**src/rtl/rbm_spike_vote_if.sv**
```systemverilog
// Handshake bundle between the RBM classifier stage and the spike vote block.
// rd_class/rd_count exist only when RBM_VOTE_READBACK_EN is defined.
interface rbm_spike_vote_if #(
    parameter int unsigned CNT_W   = 5,
    parameter int unsigned CLASS_W = 4
);
    logic               start;
    logic               spike_valid;
    logic [CLASS_W-1:0] spike_class;
    logic               spike;
    logic               iter_done;
    logic               busy;
    logic [CNT_W-1:0]   iter_count;
    logic               result_valid;
    logic [CLASS_W-1:0] result_class;
    logic [CNT_W-1:0]   result_count;
    logic               result_none;
    logic               class_err;
`ifdef RBM_VOTE_READBACK_EN
    logic [CLASS_W-1:0] rd_class;
    logic [CNT_W-1:0]   rd_count;
`endif

    modport master (
        output start, spike_valid, spike_class, spike, iter_done,
        input  busy, iter_count, result_valid, result_class, result_count, result_none,
               class_err
`ifdef RBM_VOTE_READBACK_EN
        , output rd_class
        , input  rd_count
`endif
    );

    modport slave (
        input  start, spike_valid, spike_class, spike, iter_done,
        output busy, iter_count, result_valid, result_class, result_count, result_none,
               class_err
`ifdef RBM_VOTE_READBACK_EN
        , input  rd_class
        , output rd_count
`endif
    );
endinterface

```
**src/rtl/rbm_spike_vote.sv**
```systemverilog
// Per-class spike vote counter with a one-class-per-cycle argmax scan.
// Define RBM_VOTE_READBACK_EN to add the combinational rd_class/rd_count readback.
module rbm_spike_vote #(
    parameter int unsigned NUM_CLASSES = 10,
    parameter int unsigned ITER_NUM    = 30,
    parameter int unsigned CNT_W       = 5,
    parameter int unsigned CLASS_W     = 4
) (
    input logic            clock,
    input logic            reset,
    rbm_spike_vote_if.slave bus
);
    typedef enum logic [1:0] {StIdle, StAccum, StScan, StDone} state_t;

    localparam logic [CNT_W-1:0]   CntMax   = '1;
    localparam logic [CNT_W-1:0]   IterLast = CNT_W'(ITER_NUM);
    localparam logic [CLASS_W-1:0] IdxLast  = CLASS_W'(NUM_CLASSES - 1);

    state_t             state_q;
    logic [CNT_W-1:0]   cnt_q [NUM_CLASSES];
    logic [CNT_W-1:0]   iter_count_q;
    logic [CLASS_W-1:0] scan_idx_q;
    logic [CLASS_W-1:0] best_idx_q;
    logic [CNT_W-1:0]   best_cnt_q;
    logic               busy_q;
    logic               result_valid_q;
    logic [CLASS_W-1:0] result_class_q;
    logic [CNT_W-1:0]   result_count_q;
    logic               result_none_q;
    logic               class_err_q;

    logic               in_range;
    logic [CNT_W-1:0]   scan_cnt;
    logic [CLASS_W-1:0] cand_idx;
    logic [CNT_W-1:0]   cand_cnt;
    logic [CNT_W-1:0]   iter_next;

    always_comb begin
        in_range = 32'(bus.spike_class) < NUM_CLASSES;
        scan_cnt = '0;
        for (int i = 0; i < NUM_CLASSES; i++) begin
            if (scan_idx_q == CLASS_W'(i)) scan_cnt = cnt_q[i];
        end
        // Index 0 seeds the running best; later classes win only on strictly greater count.
        if (scan_idx_q == '0 || scan_cnt > best_cnt_q) begin
            cand_idx = scan_idx_q;
            cand_cnt = scan_cnt;
        end else begin
            cand_idx = best_idx_q;
            cand_cnt = best_cnt_q;
        end
        iter_next = iter_count_q + 1'b1;
    end

    always_ff @(posedge clock) begin
        if (reset) begin
            state_q        <= StIdle;
            for (int i = 0; i < NUM_CLASSES; i++) cnt_q[i] <= '0;
            iter_count_q   <= '0;
            scan_idx_q     <= '0;
            best_idx_q     <= '0;
            best_cnt_q     <= '0;
            busy_q         <= 1'b0;
            result_valid_q <= 1'b0;
            result_class_q <= '0;
            result_count_q <= '0;
            result_none_q  <= 1'b0;
            class_err_q    <= 1'b0;
        end else if (bus.start) begin
            // Start from any state discards partial work and begins a fresh image.
            state_q        <= StAccum;
            for (int i = 0; i < NUM_CLASSES; i++) cnt_q[i] <= '0;
            iter_count_q   <= '0;
            scan_idx_q     <= '0;
            best_idx_q     <= '0;
            best_cnt_q     <= '0;
            busy_q         <= 1'b1;
            result_valid_q <= 1'b0;
            result_class_q <= '0;
            result_count_q <= '0;
            result_none_q  <= 1'b0;
            class_err_q    <= 1'b0;
        end else begin
            unique case (state_q)
                StAccum: begin
                    if (bus.spike_valid) begin
                        if (!in_range) class_err_q <= 1'b1;
                        for (int i = 0; i < NUM_CLASSES; i++) begin
                            if (bus.spike && bus.spike_class == CLASS_W'(i) && cnt_q[i] != CntMax)
                                cnt_q[i] <= cnt_q[i] + 1'b1;
                        end
                    end
                    if (bus.iter_done) begin
                        iter_count_q <= iter_next;
                        if (iter_next == IterLast) begin
                            state_q    <= StScan;
                            scan_idx_q <= '0;
                        end
                    end
                end
                StScan: begin
                    best_idx_q <= cand_idx;
                    best_cnt_q <= cand_cnt;
                    if (scan_idx_q == IdxLast) begin
                        state_q        <= StDone;
                        busy_q         <= 1'b0;
                        result_valid_q <= 1'b1;
                        result_class_q <= cand_idx;
                        result_count_q <= cand_cnt;
                        // The winner holds the maximum, so a zero winner means every count is zero.
                        result_none_q  <= (cand_cnt == '0);
                    end else begin
                        scan_idx_q <= scan_idx_q + 1'b1;
                    end
                end
                StIdle, StDone: ;
            endcase
        end
    end

    assign bus.busy         = busy_q;
    assign bus.iter_count   = iter_count_q;
    assign bus.result_valid = result_valid_q;
    assign bus.result_class = result_class_q;
    assign bus.result_count = result_count_q;
    assign bus.result_none  = result_none_q;
    assign bus.class_err    = class_err_q;

`ifdef RBM_VOTE_READBACK_EN
    always_comb begin
        bus.rd_count = '0;
        for (int i = 0; i < NUM_CLASSES; i++) begin
            if (bus.rd_class == CLASS_W'(i)) bus.rd_count = cnt_q[i];
        end
    end
`endif
endmodule

```
**src/flat_wrapper.sv**
```systemverilog
// flat-port wrapper written by rule: the top's interface ports become plain ports
module rbm_spike_vote_flat 
#(
    parameter int unsigned NUM_CLASSES = 10,
    parameter int unsigned ITER_NUM    = 30,
    parameter int unsigned CNT_W       = 5,
    parameter int unsigned CLASS_W     = 4
)
  (clock, reset, bus_start, bus_spike_valid, bus_spike_class, bus_spike, bus_iter_done, bus_busy, bus_iter_count, bus_result_valid, bus_result_class, bus_result_count, bus_result_none, bus_class_err);
  rbm_spike_vote_if #(.CNT_W(CNT_W), .CLASS_W(CLASS_W)) bus_i ();
  input logic clock;
  input logic reset;
  input wire logic [$bits(bus_i.start)-1:0] bus_start;
  input wire logic [$bits(bus_i.spike_valid)-1:0] bus_spike_valid;
  input wire logic [$bits(bus_i.spike_class)-1:0] bus_spike_class;
  input wire logic [$bits(bus_i.spike)-1:0] bus_spike;
  input wire logic [$bits(bus_i.iter_done)-1:0] bus_iter_done;
  output wire logic [$bits(bus_i.busy)-1:0] bus_busy;
  output wire logic [$bits(bus_i.iter_count)-1:0] bus_iter_count;
  output wire logic [$bits(bus_i.result_valid)-1:0] bus_result_valid;
  output wire logic [$bits(bus_i.result_class)-1:0] bus_result_class;
  output wire logic [$bits(bus_i.result_count)-1:0] bus_result_count;
  output wire logic [$bits(bus_i.result_none)-1:0] bus_result_none;
  output wire logic [$bits(bus_i.class_err)-1:0] bus_class_err;
  assign bus_i.start = bus_start;
  assign bus_i.spike_valid = bus_spike_valid;
  assign bus_i.spike_class = bus_spike_class;
  assign bus_i.spike = bus_spike;
  assign bus_i.iter_done = bus_iter_done;
  assign bus_busy = bus_i.busy;
  assign bus_iter_count = bus_i.iter_count;
  assign bus_result_valid = bus_i.result_valid;
  assign bus_result_class = bus_i.result_class;
  assign bus_result_count = bus_i.result_count;
  assign bus_result_none = bus_i.result_none;
  assign bus_class_err = bus_i.class_err;
  rbm_spike_vote #(.NUM_CLASSES(NUM_CLASSES), .ITER_NUM(ITER_NUM), .CNT_W(CNT_W), .CLASS_W(CLASS_W)) u_core (.clock(clock), .reset(reset), .bus(bus_i));
endmodule
```
**config.mk**
```make
export PLATFORM = sky130hd
export DESIGN_NAME = rbm_spike_vote_flat
export DESIGN_NICKNAME = d
export VERILOG_FILES = /design/src/rtl/rbm_spike_vote_if.sv /design/src/rtl/rbm_spike_vote.sv /design/src/flat_wrapper.sv
export SDC_FILE = /design/constraint.sdc
export NUM_CORES = 1
export LEC_CHECK = 0
export CAP_MARGIN = 20
export CORE_AREA = 8 8 99 101
export CTS_CLUSTER_SIZE = 20
export DETAILED_ROUTE_END_ITERATION = 16
export DIE_AREA = 0 0 107 109
export PLACE_DENSITY = 0.8
export SLEW_MARGIN = 20
export SYNTH_ARGS = -nofsm -noshare
export SYNTH_HDL_FRONTEND = slang
export SYNTH_SLANG_ARGS = --single-unit
```
**constraint.sdc**
```tcl
create_clock -name clock -period 8 [get_ports clock]
set_input_delay 1.6 -clock clock [delete_from_list [all_inputs] [get_ports clock]]
set_output_delay 1.6 -clock clock [all_outputs]
set_load 0.03 [all_outputs]
```
## Word level (Yosys, flattened, before mapping)

Memory sizes are Yosys's and may differ from the RTL's.
Cells that the tools add are included.

| word-level totals | value |
|---|---|
| register bits after elaboration | 33 |
| latch bits | 0 |
| RAM bits | 50 |
| bits in read-only memories | 0 |
| bits of input ports | 10 |
| output and inout bits | 18 |
| logic and storage cells | 231 |
| memories | 1 |

Memory list:

| name | depth | bits a word | read ports | clocked after memory_dff | write ports | RTL line | source |
|---|---|---|---|---|---|---|---|
| u_core.cnt_q | 10 | 5 | 10 | 0 | 10 | rbm_spike_vote.sv:20 | `logic [CNT_W-1:0] cnt_q [NUM_CLASSES];` |

| operators by class | value |
|---|---|
| add/sub/neg operators | 12 |
| multiply operators | 0 |
| div/mod/pow operators | 0 |
| order comparisons | 2 |
| equality and inequality tests | 38 |
| shift operators | 0 |
| muxes and demuxes | 109 |
| bitwise gates (word level) | 21 |
| reductions and logical operators | 36 |

Operator list:

| cell | number |
|---|---|
| 5-bit 2-to-1 mux | 31 |
| 1-bit 2-to-1 mux | 69 |
| 5-bit by 1-bit adder with 5-bit output, second input constant | 11 |
| 5-bit != test, second input constant | 10 |
| 4-bit by 3-bit equality test with 1-bit output, second input constant | 8 |
| 1-bit logical AND | 20 |
| 1-bit OR | 20 |
| 4-bit by 2-bit equality test with 1-bit output, second input constant | 4 |
| 4-bit equality test, second input constant | 4 |
| 4-bit 2-to-1 mux | 4 |
| 4-bit AND reduction | 3 |
| 4-bit by 1-bit equality test with 1-bit output, second input constant | 2 |
| 4-bit logical NOT | 2 |
| 4-bit case mux with 2 select lines | 1 |
| 2-bit 2-to-1 mux | 3 |
| 3-bit by 2-bit != test with 1-bit output, second input constant | 2 |
| 2-bit AND reduction | 3 |
| 2-bit nonzero test | 3 |
| 5-bit equality test, second input constant | 1 |
| 5-bit > comparator | 1 |
| 5-bit logical NOT | 1 |
| 4-bit by 1-bit adder with 4-bit output, second input constant | 1 |
| 4-bit < comparator, second input constant | 1 |
| 2-bit by 1-bit != test with 1-bit output, second input constant | 2 |
| 10 further kinds | 11 |

## Longest topological paths before layout

| logic depth | value |
|---|---|
| word-level depth | 15 |
| mapped depth | 18 |
| gate-level depth less buffers | 15 |

## Least setup slack after synthesis

Ideal clock, no wire load.

| timing | value |
|---|---|
| kind | flip-flop to flip-flop |
| start | reg u_core.scan_idx_q[1] |
| end | reg u_core.result_none_q (netlist: u_core.bus.result_none) |
| setup time | 0.069 ns |
| arrival | 3.315 ns |
| data required time | 7.931 ns |
| path slack | 4.616 ns |
| cell stages (with the launch flop) | 17 |
| path buffers | 2 |
| period minus slack after synthesis | 3.384 ns |
| cell sequence | dfxtp_1 > inv_1 > ha_1 > buf_2 > nand3b_1 > a311oi_1 > nor4_2 > o31ai_2 > ha_1 > nor2b_1 > o211ai_1 > a21oi_1 > a21oi_1 > buf_2 > mux2_2 > a211o_1 > o21ai_1 |

| between the ends | value |
|---|---|
| cells in the longest elaborated chain, start to end | 15 |
| elaborated cells between the ends (all ways) | 25 |
| classes of those cells | order compare (1); eq/ne (9); mux (11); reduce/logical (4) |

RTL lines:

| element | RTL line | source |
|---|---|---|
| start: declaration | rbm_spike_vote.sv:22 | `logic [CLASS_W-1:0] scan_idx_q;` |
| start signal: assignment | rbm_spike_vote.sv:113 | `scan_idx_q <= scan_idx_q + 1'b1;` |
| 4-bit logical NOT | rbm_spike_vote.sv:42, rbm_spike_vote.sv:45 |  |
| 5-bit 2-to-1 mux (10 in a row) | rbm_spike_vote.sv:42 | `if (scan_idx_q == CLASS_W'(i)) scan_cnt = cnt_q[i];` |
| 5-bit > comparator | rbm_spike_vote.sv:45 | `if (scan_idx_q == '0 \|\| scan_cnt > best_cnt_q) begin` |
| 1-bit logical OR | rbm_spike_vote.sv:45 |  |
| 5-bit 2-to-1 mux | rbm_spike_vote.sv:45 |  |
| 5-bit logical NOT | rbm_spike_vote.sv:111 | `result_none_q <= (cand_cnt == '0);` |
| end signal: assignment | rbm_spike_vote.sv:111 |  |
| end: declaration | rbm_spike_vote.sv:29 | `logic result_none_q;` |

Parallel ways exist; a longest one is shown, timed or not.
A chain may end at the register's enable or synchronous reset.

## Worst setup path in the final report

| timing | value |
|---|---|
| start | reg u_core.scan_idx_q[0] |
| end | reg u_core.result_none_q (netlist: u_core.bus.result_none) |

Same word-level chain as after synthesis.

==> results.ini <==
[synth]
syn-cell-area_um2=4770
syn-instance-count=518
synth.area.top_cells=edfxtp_1 (31%), dfxtp_1 (14%), ha_1 (8.1%)
ys_seq_area_share_pct=45.3
yosys_warnings=0
yosysTopAreaCell=edfxtp_1
syn_nets=559
yosys_register_bits=83
synth_cell_type_count=58
avgSynthCellArea_um2=9.22
synth_top_area_share_pct=31.4
synth-edff-count=50
synthArstFlopShare_pct=0
ys.flop_type=edfxtp_1

[clock_tree]
cts_buffers=9
htree_levels=3
clockBufferDepth=2
cts-root-buf=clkbuf_8
clk_latency_ns=0.37
post-cts-setup-buffers=0
clkTransAtPathRegs_ns=0.10
cts.sink_count=83
cts_resized=0
cts_hold_buf=0
cts_tree=done

[critical_path]
critical_path.slowest_cell=ha_1
end_kind=register
worstSetupStartpoint=u_core.scan_idx_q[0]$_SDFFE_PP0P_
arrival_ns=4.53
cp-start-kind=register
path_cells=ha_1, or2b_1, a21oi_1, o32a_1, o311ai_1, ha_1, a211oi_1, a21oi_1, a21oi_2, mux2_2, a211o_1, o21ai_1
cp.buffers_inverters=0
worstPathRequired_ns=8.31
critPathKind=register to register
worstReg2RegStart=u_core.scan_idx_q[0]$_SDFFE_PP0P_
cp_num_cells=12
max_stage_delay_ns=0.66
ff2ff_path_depth=12
cpLargestDelayFamily=compound AO/OA/AOI/OAI gates
crit_path_max_fanout=23

[drt]
vias=3798
drt_wl_total_mm=10.7
antenna_left=0
drt_pass1_iterations=5
wl_per_cell_um=16.7
drtIter0Drc=262
vias_per_cell=5.94
post-route-drc-count=0

[min_path]
hold_depth=2
min_path_type=register to register
hp-start=u_core.bus.result_count[1]$_SDFFE_PP0P_

[pwr]
peakVddDrop_v=0.0000903
power_leakage_uw=0.00195
power_frac_comb_pct=5.7
pwr-share-seq_pct=58.6
p_per_area_nw_per_um2=156
swShare_pct=26.1
pwr-share-clk_pct=35.6
p_int_uw=601
switchingPower_uw=213

[timing]
hold_viol=0
setup_viol=0
min_period_ns=4.22
clock.fmax_mhz=237
rsz0062_at_grt=false
drv_slew=0
fin_skew_ns=0.0139
worstMarginPinSlew_ns=0.836
finalSetupTns_ns=0
slew-limit-headroom_pct=44.0
fin_crit_sh_pct=52.7

[die]
pin_count=28
start_util_pct=57.0
die-area_um2=11700
rows=34
die_y_um=109
dieWidth_um=107
core_region_area_um2=8380

[grt]
grt_max_degree=29
grt_use_total_pct=19.0
grt_pass1_wl_mm=17.7
grt_pass1_vias=3643
antenna_found_initial=0
grt_overflow_total=0

[final_layout]
antenna_cells=0
layout.cells.non_filler=639
fillers=692
layout.nets=567
drive_above_1_share_pct=4.90
areaGrowthSynthToFinish_pct=9.38

[status]
status=completed

[place]
gp_congestion=0.923
dp_cells=623
io_buffers=27
dp_hpwl_mm=7.80

[run]
cap_violations=0

==> worst reg2reg max path: stages (launching register included) <==
cell	delay (ns)
dfxtp_1	0.46
ha_1	0.67
or2b_1	0.21
a21oi_1	0.04
o32a_1	0.31
o311ai_1	0.40
ha_1	0.34
a211oi_1	0.26
a21oi_1	0.15
a21oi_2	0.51
mux2_2	0.44
a211o_1	0.25
o21ai_1	0.13
==> cells in the mapped netlist, types with 2 or more instances <==
master	instances
nand3b_1	8
o21ai_0	12
dfxtp_1	33
o211a_1	2
mux2_2	3
a221oi_1	3
buf_2	11
ha_1	31
nor3b_1	2
nand2_1	42
o21ai_1	2
a31oi_1	2
nand4_1	4
inv_1	34
and2_1	3
nor2_1	84
nand3_1	14
nor3_1	2
or2b_1	2
edfxtp_1	50
or4_1	3
o22ai_1	7
xnor2_1	13
nor2b_1	10
clkbuf_1	18
a211oi_1	9
o311ai_1	2
mux2i_1	8
a21oi_1	36
o32a_1	2
xor2_1	12
and3_1	11
or3_1	9
nand2b_1	10
==> cell type report <==
cell class	instances	area (µm²)	area share, %
clock buffer	9	124	2.37
clock inverter	7	56.3	1.08
inverter	34	128	2.44
multi-input combinational	370	2340	44.8
sequential	83	2160	41.4
tap	108	135	2.59
timing repair buffer	28	278	5.32
==> cells in the final DEF (no fill, tap or decap), types with 2 or more instances in the layout <==
cell type	netlist	routed
edfxtp_1	50	50
and2_1	3	3
nor3_1	2	2
a31oi_1	2	2
nor2b_1	10	10
nand3_1	14	14
mux2i_1	8	8
o21ai_1	2	2
or3_1	9	9
mux2_2	3	3
inv_4	0	3
nand2_1	42	42
dfxtp_1	33	33
o21ai_0	12	12
a211oi_1	9	9
o311ai_1	2	2
nor3b_1	2	2
inv_1	34	34
or2b_1	2	2
nor2_1	84	84
o32a_1	2	2
and3_1	11	11
xor2_1	12	12
clkdlybuf4s50_1	0	27
nand4_1	4	4
xnor2_1	13	13
o211a_1	2	2
a221oi_1	3	3
nand2b_1	10	10
or4_1	3	3
inv_6	0	2
o22ai_1	7	7
a21oi_1	36	35
ha_1	31	31
nand3b_1	8	8
clkbuf_8	0	9
==> power groups by stage <==
stage | Sequential, µW | Clock, µW | Combinational (µW)
2_1_floorplan | 482 | 0 | 29.1
3_3_place_gp | 485 | 0 | 44.0
3_5_place_dp | 486 | 0 | 45.9
4_1_cts | 476 | 295 | 46.2
5_1_grt | 478 | 311 | 51.9
6_report | 477 | 290 | 46.7
==> registers in the layout, indices dropped and copies added (netlist names) <==
name                     cells
u_core.cnt_q                50
u_core.best_cnt_q            5
u_core.bus.iter_count        5
u_core.bus.result_count      5
u_core.best_idx_q            4
u_core.bus.result_class      4
u_core.scan_idx_q            4
u_core.state_q               2
u_core.bus.busy              1
u_core.bus.class_err         1
u_core.bus.result_none       1
u_core.bus.result_valid      1
==> cell families (layout without fill, tap and decap cells) <==
kind of cell | count (synthesis) | in the layout | synth area share, %
XOR/XNOR | 25 | 25 | 4.59
AND/OR/NAND/NOR | 211 | 211 | 21.5
flip-flops | 83 | 83 | 45.3
adder cells (fa/ha/maj) | 31 | 31 | 8.12
AO/OA/AOI/OAI | 92 | 92 | 12.4
multiplexers | 11 | 11 | 2.38
buffers and inverters | 65 | 78 | 5.79
==> worst paths after layout <==
| kind | end | slack [ns] |
|---|---|---|
| max reg2reg | u_core.bus.result_none$_SDFFE_PP0P_ | 3.78 |
| min reg2reg | u_core.bus.result_count[1]$_SDFFE_PP0P_ | 0.46 |
| max | u_core.bus.result_none$_SDFFE_PP0P_ | 3.78 |
| min | u_core.bus.result_count[1]$_SDFFE_PP0P_ | 0.46 |
==> through the flow <==
step                setup WS (ns)  power [µW]  util (%)  cell area (µm²)  hold WS (ns)
finish                       3.78         814      62.3             5220         0.464
global route                 3.51         841      62.3             5220         0.484
CTS                          3.52         817      62.3             5220         0.466
detailed placement           3.53         532      60.1             5040         0.449
global placement             3.72         530      60.1             5040         0.438
floorplan                    4.62         511         -             4770         0.434
==> metal layers <==
metal / routed length (µm) / part of all wire, % / track usage (%)
met1: 4590 / 43 / 24.6
met2: 5100 / 48 / 30.1
met3: 682 / 6.4 / 3.66
met4: 311 / 2.9 / 9.35
met5: 0 / 0 / 0
Power figures use the tool's default switching activity.
==> RTL change, RTL diff (same flow settings) <==
`NUM_CLASSES` is set to 10 in 2 places; all go to 9.
--- a/src/rtl/rbm_spike_vote.sv
+++ b/src/rtl/rbm_spike_vote.sv
@@ -2,5 +2,5 @@
 // Define RBM_VOTE_READBACK_EN to add the combinational rd_class/rd_count readback.
 module rbm_spike_vote #(
-    parameter int unsigned NUM_CLASSES = 10,
+    parameter int unsigned NUM_CLASSES = 9,
     parameter int unsigned ITER_NUM    = 30,
     parameter int unsigned CNT_W       = 5,
--- a/src/flat_wrapper.sv
+++ b/src/flat_wrapper.sv
@@ -2,5 +2,5 @@
 module rbm_spike_vote_flat 
 #(
-    parameter int unsigned NUM_CLASSES = 10,
+    parameter int unsigned NUM_CLASSES = 9,
     parameter int unsigned ITER_NUM    = 30,
     parameter int unsigned CNT_W       = 5,
Function: changed (Yosys sat finds a counterexample within 4 cycles, from zero or initial values and one cycle with reset high).
==> RTL change against the original RTL <==
Setup slack better by 0.13 ns; sequential share of layout area fell by 0.97 points; critical path depth down 6; sequential cell count down 5; power rose by 0.45%; register-to-register slack better by 0.20 ns; count of clock-buffer cells in the layout rose by 5; wire length fell by 3.8%; final area fell by 4.7%; area after synthesis shrank 7.5%; synthesized cell count decreased by 13%; largest cell class unchanged; highest routed layer unchanged.
==> RTL change: results <==
group,metric,value,unit
grt,grtUsageMet2,0.296,
routing,route.vias.total,3529,
min_path,hold_start,"u_core.best_idx_q[2]",
place,gp_congestion,0.880,
grt,grt_usage,0.182,
status,status,"complete, no violations",
worst_setup_path,critPathTopFamily,"simple AND/OR/NAND/NOR gates",
worst_setup_path,crit_path_start,"bus_start",
synth,synth.yosys.seq_area_share,0.455,
routing,drtIter0Drc,275,
layout,finalNetCount,512,
power_and_ir_drop,p_leak,0.00188,uW
worst_setup_path,critPathKind,"in2reg",
routing,routed_wl,10.3,mm
power_and_ir_drop,p_switching,190,uW
place,dp_hpwl,7.50,mm
routing,wl_met2,5.00,mm
synth,synth_mux_area_frac,0.0232,
grt,grt_use_met1,0.230,
synth,synthAdderAreaFrac,0.0821,
layout,largest_register_ffs,45,
grt,grt_pass1_vias,3425,
synth,synth_edf_count,45,
worst_setup_path,cp_max_fo,5,
grt,grt_max_degree,28,
cts,clock_latency,0.35,ns
routing,wl_met1,4.44,mm
timing,fin_worst_skew,0.0113,ns
synth,synth_common_cells,"58 x nor2_1, 45 x edfxtp_1, 33 x dfxtp_1",
routing,wl_met3,651,um
synth,synth-xor-area-share,0.0476,
worst_setup_path,slowest_stage,"o41ai_1",
-- RTL change: layout make-up --
type | instances | area share
Clock buffer | 14 | 0.0417
Clock inverter | 2 | 0.00302
Inverter | 17 | 0.0128
Multi-Input combinational cell | 339 | 0.455
Sequential cell | 78 | 0.404
Tap cell | 108 | 0.0272
Timing Repair Buffer | 28 | 0.0558
-- RTL change: cell families after synthesis --
logic type                 count (synthesis)
xor gates and xnor gates                  24
muxes                                      9
and+or+nand+nor                          180
adders and majority gates                 29
AOI/OAI and AO/OA                         97
DFF                                       78
buffers and inverters                     35
-- RTL change: metrics by stage --
| step | area (um^2) | hold WS [ns] | util | setup slack, ns | cells |
|---|---|---|---|---|---|
| 2_1_floorplan | 4420 | 0.437 | - | 4.51 | 452 |
| 3_3_place_gp | 4730 | 0.445 | 0.565 | 3.70 | 570 |
| 3_5_place_dp | 4730 | 0.450 | 0.565 | 3.60 | 570 |
| 4_1_cts | 4960 | 0.462 | 0.592 | 3.95 | 586 |
| 5_1_grt | 4980 | 0.493 | 0.594 | 3.65 | 586 |
| 6_report | 4980 | 0.463 | 0.594 | 3.91 | 586 |
-- RTL change: path summary, 6_finish.rpt --
path | endpoint | slack, ns | cells after the start
max reg2reg | u_core.bus.result_class[2] | 3.98 | 12
min reg2reg | u_core.best_idx_q[2] | 0.46 | 2
min | u_core.best_idx_q[2] | 0.46 | 2
max | u_core.cnt_q[0][6] | 3.91 | 6
-- RTL change: power by group through the flow --
stage | clock network [uW] | logic (uW) | registers [uW]
after floorplan | 0 | 30.5 | 453
after global placement | 0 | 46.7 | 456
after detailed placement | 0 | 48.3 | 457
after CTS | 322 | 48.7 | 448
after global routing | 340 | 54.8 | 450
final | 320 | 49.5 | 448
